`src/rtl/bank_xbar_pkg.sv`:
```
// Shared sizing and channel-id encoding for the bank crossbar response reorder buffer.
package bank_xbar_pkg;
   localparam int CH_NUM    = 3;
   localparam int ROB_DEPTH = 8;
   localparam int DATA_W    = 128;
   localparam int ROB_IDX_W = 3;

   typedef logic [1:0] ch_id_t;

   localparam ch_id_t CH0        = 2'd0;
   localparam ch_id_t CH1        = 2'd1;
   localparam ch_id_t CH2        = 2'd2;
   localparam ch_id_t CH_ILLEGAL = 2'd3;
endpackage

```
`src/rtl/bank_xbar_rob_chan.sv`:
```
// One channel's reorder buffer: slots drain in order from head, one credit pulse the cycle after each drain.
// Latency 1 cycle; with BANK_XBAR_ROB_BYPASS_EN an arrival at an empty head is presented in the same cycle.
module bank_xbar_rob_chan
   import bank_xbar_pkg::*;
#(
   parameter int ROB_DEPTH = bank_xbar_pkg::ROB_DEPTH,
   parameter int DATA_W    = bank_xbar_pkg::DATA_W
) (
   input  logic                 clk_i,
   input  logic                 rst_i,
   input  logic                 wr_en,
   input  logic [ROB_IDX_W-1:0] wr_idx,
   input  logic [DATA_W-1:0]    wr_data,
   input  logic [ROB_IDX_W-1:0] query_idx,
   output logic                 busy,
   output logic                 rsp_valid,
   input  logic                 rsp_ready,
   output logic [DATA_W-1:0]    rsp_data,
   output logic                 credit
);
   logic [ROB_DEPTH-1:0] valid_q;
   logic [DATA_W-1:0]    data_q [ROB_DEPTH];
   logic [ROB_IDX_W-1:0] head_q;
   logic                 drain;
   logic                 store;

   assign busy = valid_q[query_idx];

`ifdef BANK_XBAR_ROB_BYPASS_EN
   logic bypass;
   // Only an empty head slot can be bypassed; an occupied one already stalls the writer.
   assign bypass    = wr_en && (wr_idx == head_q) && !valid_q[head_q];
   assign rsp_valid = valid_q[head_q] || bypass;
   assign rsp_data  = bypass ? wr_data : data_q[head_q];
   assign store     = wr_en && !(bypass && rsp_ready);
`else
   assign rsp_valid = valid_q[head_q];
   assign rsp_data  = data_q[head_q];
   assign store     = wr_en;
`endif

   assign drain = rsp_valid && rsp_ready;

   always_ff @(posedge clk_i) begin
      if (rst_i) begin
         valid_q <= '0;
         head_q  <= '0;
         credit  <= 1'b0;
      end else begin
         credit <= drain;
         if (drain) begin
            valid_q[head_q] <= 1'b0;
            head_q          <= head_q + ROB_IDX_W'(1);
         end
         if (store)
            valid_q[wr_idx] <= 1'b1;
      end
   end

   always_ff @(posedge clk_i) begin
      if (store)
         data_q[wr_idx] <= wr_data;
   end
endmodule

```
`src/rtl/bank_xbar_resp_rob.sv`:
```
// Crossbar receiver for out-of-order SRAM-controller read responses, reordered per channel, one credit per drain.
// ready_o drops while the addressed slot is occupied; id 3 is swallowed and sets sticky err_o. Macro: BANK_XBAR_ROB_BYPASS_EN.
module bank_xbar_resp_rob
   import bank_xbar_pkg::*;
#(
   parameter int CH_NUM    = bank_xbar_pkg::CH_NUM,
   parameter int ROB_DEPTH = bank_xbar_pkg::ROB_DEPTH,
   parameter int DATA_W    = bank_xbar_pkg::DATA_W
) (
   input  logic                 clk_i,
   input  logic                 rst_i,
   input  logic                 sc_xbar_valid_i,
   output logic                 sc_xbar_ready_o,
   input  logic [1:0]           sc_xbar_channel_id_i,
   input  logic [ROB_IDX_W-1:0] sc_xbar_rob_num_i,
   input  logic [DATA_W-1:0]    sc_xbar_data_i,
   output logic                 ch0_rsp_valid_o,
   input  logic                 ch0_rsp_ready_i,
   output logic [DATA_W-1:0]    ch0_rsp_data_o,
   output logic                 ch1_rsp_valid_o,
   input  logic                 ch1_rsp_ready_i,
   output logic [DATA_W-1:0]    ch1_rsp_data_o,
   output logic                 ch2_rsp_valid_o,
   input  logic                 ch2_rsp_ready_i,
   output logic [DATA_W-1:0]    ch2_rsp_data_o,
   output logic                 xbar_isu_ch0_credit_o,
   output logic                 xbar_isu_ch1_credit_o,
   output logic                 xbar_isu_ch2_credit_o,
   output logic                 err_o
);
   logic [CH_NUM-1:0] busy;
   logic [CH_NUM-1:0] wr_en;
   logic [CH_NUM-1:0] rsp_valid;
   logic [CH_NUM-1:0] rsp_ready;
   logic [CH_NUM-1:0] credit;
   logic [DATA_W-1:0] rsp_data [CH_NUM];
   logic              slot_busy;
   logic              accept;
   logic              err_q;

   always_comb begin
      slot_busy = 1'b0;
      case (sc_xbar_channel_id_i)
         CH0:     slot_busy = busy[0];
         CH1:     slot_busy = busy[1];
         CH2:     slot_busy = busy[2];
         default: slot_busy = 1'b0;
      endcase
   end

   // Illegal ids are always accepted so a bad sender cannot wedge the stream.
   assign sc_xbar_ready_o = (sc_xbar_channel_id_i == CH_ILLEGAL) || !slot_busy;
   assign accept          = sc_xbar_valid_i && sc_xbar_ready_o;

   assign rsp_ready = {ch2_rsp_ready_i, ch1_rsp_ready_i, ch0_rsp_ready_i};

   for (genvar g = 0; g < CH_NUM; g++) begin : g_chan
      assign wr_en[g] = accept && (sc_xbar_channel_id_i == ch_id_t'(g));

      bank_xbar_rob_chan #(
         .ROB_DEPTH (ROB_DEPTH),
         .DATA_W    (DATA_W)
      ) u_chan (
         .clk_i     (clk_i),
         .rst_i     (rst_i),
         .wr_en     (wr_en[g]),
         .wr_idx    (sc_xbar_rob_num_i),
         .wr_data   (sc_xbar_data_i),
         .query_idx (sc_xbar_rob_num_i),
         .busy      (busy[g]),
         .rsp_valid (rsp_valid[g]),
         .rsp_ready (rsp_ready[g]),
         .rsp_data  (rsp_data[g]),
         .credit    (credit[g])
      );
   end

   always_ff @(posedge clk_i) begin
      if (rst_i)
         err_q <= 1'b0;
      else if (accept && (sc_xbar_channel_id_i == CH_ILLEGAL))
         err_q <= 1'b1;
   end

   assign err_o                 = err_q;
   assign ch0_rsp_valid_o       = rsp_valid[0];
   assign ch1_rsp_valid_o       = rsp_valid[1];
   assign ch2_rsp_valid_o       = rsp_valid[2];
   assign ch0_rsp_data_o        = rsp_data[0];
   assign ch1_rsp_data_o        = rsp_data[1];
   assign ch2_rsp_data_o        = rsp_data[2];
   assign xbar_isu_ch0_credit_o = credit[0];
   assign xbar_isu_ch1_credit_o = credit[1];
   assign xbar_isu_ch2_credit_o = credit[2];
endmodule

```
`config.mk`:
```
export PLATFORM = sky130hd
export DESIGN_NAME = bank_xbar_resp_rob
export DESIGN_NICKNAME = d
export VERILOG_FILES = /design/src/rtl/bank_xbar_pkg.sv /design/src/rtl/bank_xbar_rob_chan.sv /design/src/rtl/bank_xbar_resp_rob.sv
export SDC_FILE = /design/constraint.sdc
export NUM_CORES = 2
export LEC_CHECK = 0
export CAP_MARGIN = 20
export CORE_ASPECT_RATIO = 0.5
export CORE_MARGIN = 10
export CORE_UTILIZATION = 55
export CTS_BUF_LIST = sky130_fd_sc_hd__clkbuf_4 sky130_fd_sc_hd__clkbuf_8 sky130_fd_sc_hd__clkbuf_16
export DETAILED_ROUTE_END_ITERATION = 8
export DONT_BUFFER_PORTS = 1
export GPL_ROUTABILITY_DRIVEN = 0
export HOLD_SLACK_MARGIN = 0.15
export PLACE_DENSITY = 0.75
export SYNTH_ARGS = -nofsm -noshare
export SYNTH_HDL_FRONTEND = slang
export SYNTH_SLANG_ARGS = --single-unit
export TNS_END_PERCENT = 100
```
`constraint.sdc`:
```
create_clock -name clk_i -period 22.6 [get_ports clk_i]
set_clock_uncertainty 0.05 [all_clocks]
set_input_delay 1.13 -clock clk_i [delete_from_list [all_inputs] [get_ports clk_i]]
set_output_delay 1.13 -clock clk_i [all_outputs]
set_load 0.01 [all_outputs]
```
== Yosys cells after proc, flatten, opt, wreduce, memory -nomap -nowiden ==
Memories as Yosys holds them, arrays and structs flattened. A register that Yosys moved wholly into a read port is not among the register bits.
Index checks and enable logic that the tools add are counted.

* Add/sub/neg operators: 3
* $lt $le $gt $ge: 8
* Eq/ne operators: 3
* Mux-type cells: 42
* Bitwise gates (word level): 9
* Reduce and logical (&&, ||, !) cells: 15

{| class="wikitable"
|+ Operators by type and width
! cell !! count
|-
| 8-bit two-way mux || 9
|-
| 8-bit bitwise AND || 3
|-
| 8-bit inverter || 3
|-
| 8-bit bitwise OR || 3
|-
| 1-bit binary-select mux with 3-bit select || 6
|-
| 3-bit two-way mux || 6
|-
| 3-bit by 4-bit less-than comparator with 1-bit output, second input constant || 4
|-
| 1-bit two-way mux || 16
|-
| 1-bit demux with 3-bit select || 4
|-
| 3-bit by 1-bit greater-or-equal comparator with 1-bit output, second input constant || 4
|-
| 1-bit logical AND || 12
|-
| 3-bit by 1-bit adder with 3-bit output, second input constant || 3
|-
| 2-bit == test, second input constant || 2
|-
| 1-bit case mux with 3 select lines || 1
|-
| 2-bit by 1-bit == test with 1-bit output, second input constant || 1
|-
| 2-bit logical NOT || 1
|-
| 1-bit logical NOT || 1
|-
| 1-bit logical OR || 1
|}

* Bits in registers: 37
* Memory bits (writable): 3,072
* Bits of input ports: 139
* Logic and storage cells: 93
* Memories kept: 3

{| class="wikitable"
|+ Memory list
! memory !! words !! width !! rd ports !! clocked after memory_dff !! write ports !! line !! text
|-
| g_chan[0].u_chan.data_q || 8 || 128 || 1 || 1 || 1 || bank_xbar_rob_chan.sv:22 || <nowiki>logic [DATA_W-1:0] data_q [ROB_DEPTH];</nowiki>
|-
| g_chan[1].u_chan.data_q || 8 || 128 || 1 || 1 || 1 || bank_xbar_rob_chan.sv:22 ||
|-
| g_chan[2].u_chan.data_q || 8 || 128 || 1 || 1 || 1 || bank_xbar_rob_chan.sv:22 ||
|}

== Depth between registers and ports, before layout ==
* Depth after elaboration: 10
* Gate-level depth with buffers: 6
* Gate-level depth less buffers: 4

== Hierarchy ==
From an unflattened synthesis, not the netlist that was laid out.

* Cell total of the unflattened synthesis: 4,714
* Area total of the unflattened synthesis: 119,349.5 um2

{| class="wikitable"
|+ By module, submodules not included
! module !! instances !! cells an instance !! area an instance (um2) !! seq. area each (um2)
|-
| bank_xbar_rob_chan || 3 || 1,568 || 39,755.6 || 31,049.8
|-
| bank_xbar_resp_rob || 1 || 10 || 82.6 || 20.0
|}

== Worst setup path before layout ==
No wires, ideal clock.

* Path type: input port to flip-flop
* Start point: input sc_xbar_rob_num_i[0]
* End point: memory g_chan[2].u_chan.data_q[0][0] (enable)
* Arrival time: 10.674 ns
* Data required time: 21.777 ns
* Setup slack: 11.104 ns
* Stages on the path: 5
* Buffers on the path: 1
* Cell sequence: buf_4 mux2_2 a22oi_1 nand3_1 nor3_1

* Word-level cells in the longest chain between the ends: 9
* Elaborated cells on any way between the ends: 13

{| class="wikitable"
|+ Ends and longest elaborated chain
! item !! line !! text
|-
| start, declared || bank_xbar_resp_rob.sv:15 || <nowiki>input logic [ROB_IDX_W-1:0] sc_xbar_rob_num_i,</nowiki>
|-
| 1-bit binary-select mux with 3-bit select || bank_xbar_rob_chan.sv:27 || <nowiki>assign busy = valid_q[query_idx];</nowiki>
|-
| 1-bit two-way mux (not written as such) || bank_xbar_rob_chan.sv:27 ||
|-
| 1-bit case mux with 3 select lines || bank_xbar_resp_rob.sv:43 || <nowiki>case (sc_xbar_channel_id_i)</nowiki>
|-
| 1-bit logical NOT || bank_xbar_resp_rob.sv:52 || <nowiki>assign sc_xbar_ready_o = (sc_xbar_channel_id_i == CH_ILLEGAL) || !slot_busy;</nowiki>
|-
| 1-bit logical OR || bank_xbar_resp_rob.sv:52 ||
|-
| 1-bit logical AND || bank_xbar_resp_rob.sv:53 || <nowiki>assign accept = sc_xbar_valid_i && sc_xbar_ready_o;</nowiki>
|-
| 1-bit logical AND || bank_xbar_resp_rob.sv:58 || <nowiki>assign wr_en[g] = accept && (sc_xbar_channel_id_i == ch_id_t'(g));</nowiki>
|-
| 1-bit two-way mux || bank_xbar_rob_chan.sv:61 || <nowiki>if (store)</nowiki>
|-
| 1-bit two-way mux (not written as such) || bank_xbar_rob_chan.sv:62 || <nowiki>data_q[wr_idx] <= wr_data;</nowiki>
|-
| end, declared || bank_xbar_rob_chan.sv:22 ||
|}

Parallel ways exist; a longest one is shown, timed or not. The select of a mux whose other input is x is not followed.

==> results.ini <==
[setup_path]
crit_path_end_kind = primary output
cp-start-kind = register
r2r_slack_ns = 17.84
required_ns = 21.42
cp.arrival_ns = 5.05
crit_type = reg -> out
worstPathMaxFanout = 48
reg2reg_depth = 7

[placement]
portBuffers = 0
place_hpwl_um = 152000

[grt]
antenna_found_initial = 1
grt_pass1_wl_um = 391000
overflow = 0
grt_max_degree = 108
grtUsageTotal = 0.230
grt_pass1_vias = 53162

[cts]
cts_hold_buffers = 0
cts_setup_buffers = 0
htreeDepth = 5
clockBufferDepth = 4
cts.sinks = 3118
cts-resized-gates = 0
cts_tree = yes
clkLatencyLatePin_ns = 0.81
cts_made_buffers = 269
clockRootBuffer = clkbuf_16
path_clk_slew_ns = 0.07

[die]
coreArea_um2 = 211000
rows = 119
io_pins = 531
die_w_um = 673
start_util = 0.555
die_h_um = 346
die_area_um2 = 233000

[yosys]
synth_cell_type_count = 43
synth_area_um2 = 117000
synthCells = 4724
synth_ff_type = edfxtp_1
ys_ff_latch = 3118
seq_area_frac_synth = 0.795
synth_nets = 4866
avgSynthCellArea_um2 = 24.8
synth_async_sr_flop_share = 0
synth_edf_count = 3072
yosys.area.top_type = edfxtp_1
yosys.area.top_type_share = 0.787
ys_warn_count = 0
synth_area_leaders = edfxtp_1 79%, mux4_2 15%, mux2_2 3.8%, dfxtp_1 0.79%, clkbuf_1 0.39%

[final_layout]
area_delta_synth_final_pct = 10.2
final_util = 0.612
fill_cells = 13478
layout-drive-gt1-share = 0.343
nNetsFinal = 5006

[power_and_ir_drop]
p_leak_nw = 38.4
power.density_nw_per_um2 = 85.5
peakVddDrop_uv = 57.7

[run_status]
status = complete, no violations

[timing]
hold_viol_final = 0
relSlewSlack = 0.267
finalMaxSlewViolations = 0
setup_tns_ns = 0
rsz0062_at_grt = false
max_freq_ghz = 0.161
timing.final.crit_share = 0.275
setup_viol = 0
timing.hold.ws_ns = 0.338
tightest_slew_ns = 1.10
final.min_clock_period_ns = 6.23

[worst_hold_path]
hold_class = in -> reg
hold_depth = 0

[route]
drt_wl_total_um = 270000
wl_per_cell_um = 34.2
vias = 51426
drc = 0
drt_pass1_iterations = 6
antenna_left = 0
drtIter0Drc = 6639
via_per_inst = 6.51

[run]
cap_violations = 0

==> per-stage QoR <==
step	power, W	cells	setup slack, ns	area [um^2]
6_report	0.0110	7894	16.37	129000
5_1_grt	0.0114	7892	15.89	129000
4_1_cts	0.0111	7892	16.17	129000
3_5_place_dp	0.00668	7436	16.92	121000
3_3_place_gp	0.00667	7436	17.07	121000
2_1_floorplan	0.00664	4724	11.10	117000
==> Yosys cell counts (3+ instances only) <==
library cell	n
edfxtp_1	3072
mux4_2	771
mux2_2	395
clkbuf_1	122
buf_2	82
dfxtp_1	46
nor2_1	28
o21ai_0	28
buf_1	19
o22ai_1	18
nand2_1	16
mux2i_1	14
a21oi_1	12
inv_1	10
nand2b_1	10
nor2b_1	10
nand3_1	9
or2_2	9
o31ai_1	7
or3_1	7
nor3_1	5
nand3b_1	4
ha_1	3
==> cells in the final DEF (no fill, tap or decap), types with 12 or more instances in the layout <==
master and count:
edfxtp_1 3072, mux4_2 771, mux2_2 395, clkbuf_16 274
buf_4 95, clkbuf_4 73, clkinv_1 38, dfxtp_1 37
clkinv_2 33, o21ai_0 28, nor2_4 19, o22ai_1 18
nand2_1 16, bufinv_16 15, mux2i_1 14, inv_6 12
a21oi_1 12
==> flip-flops by register name, indices dropped and copies added, names as in the netlist, named ones only <==
name and count:
g_chan.u_chan.data_q 3072, g_chan.u_chan.valid_q 24, g_chan.u_chan.head_q 9, g_chan.u_chan.credit 3
err_o 1
==> report_power, final <==
group / internal, W / total (W) / switching (W)
Clock: 0.00251 / 0.00449 / 0.00198
Sequential: 0.00642 / 0.00643 / 0.0000179
Combinational: 0.0000463 / 0.000118 / 0.0000722
==> cells by family (layout without fill, tap and decap cells) <==
logic type / Yosys count / in the layout / share of synthesized area
simple gates: 109 / 109 / 0.00492
flops: 3118 / 3118 / 0.795
other cells: 0 / 2 / 0
compound gates: 72 / 72 / 0.00365
mux: 1182 / 1182 / 0.187
fa+ha+maj: 3 / 3 / 0.000320
buf+inv: 240 / 565 / 0.00898
==> final timing paths <==
| kind | from | end |
|---|---|---|
| max | register | ch2_rsp_data_o[70] |
| max reg2reg | g_chan[0].u_chan.valid_q[1]$_SDFF_PP0_ | g_chan[0].u_chan.data_q[5][81]$_DFFE_PP_ |
| min | sc_xbar_data_i[39] | g_chan[0].u_chan.data_q[3][39]$_DFFE_PP_ |
| min reg2reg | g_chan[0].u_chan.valid_q[0]$_SDFF_PP0_ | g_chan[0].u_chan.valid_q[0]$_SDFF_PP0_ |
==> final cells by class <==
class / instances / area, um^2 / share of cell area
flip-flops and latches: 3118 / 93200 / 0.721
diodes: 2 / 5.00 / 0.0000387
well taps: 2843 / 3560 / 0.0275
inverters: 10 / 52.6 / 0.000407
multi-input cells: 1366 / 23200 / 0.179
clock inverters: 106 / 983 / 0.00761
repair buffers: 99 / 793 / 0.00614
clock buffers: 350 / 7450 / 0.0576
==> layer usage <==
layer / vias to the layer above / global-route usage / wire [um]
li1: 20524 / - / -
met5: - / 0 / 0
met2: 2527 / 0.393 / 140000
met3: 402 / 0.0372 / 20600
met1: 27973 / 0.307 / 101000
met4: 0 / 0.0692 / 8790
==> critical path: stages, from the launching register on <==
cell	delay [ns]
dfxtp_4	0.65
buf_4	0.84
buf_4	0.73
buf_4	0.82
mux4_2	0.65
mux2_2	0.33
Note: power is estimated with default switching activity, not from simulation.
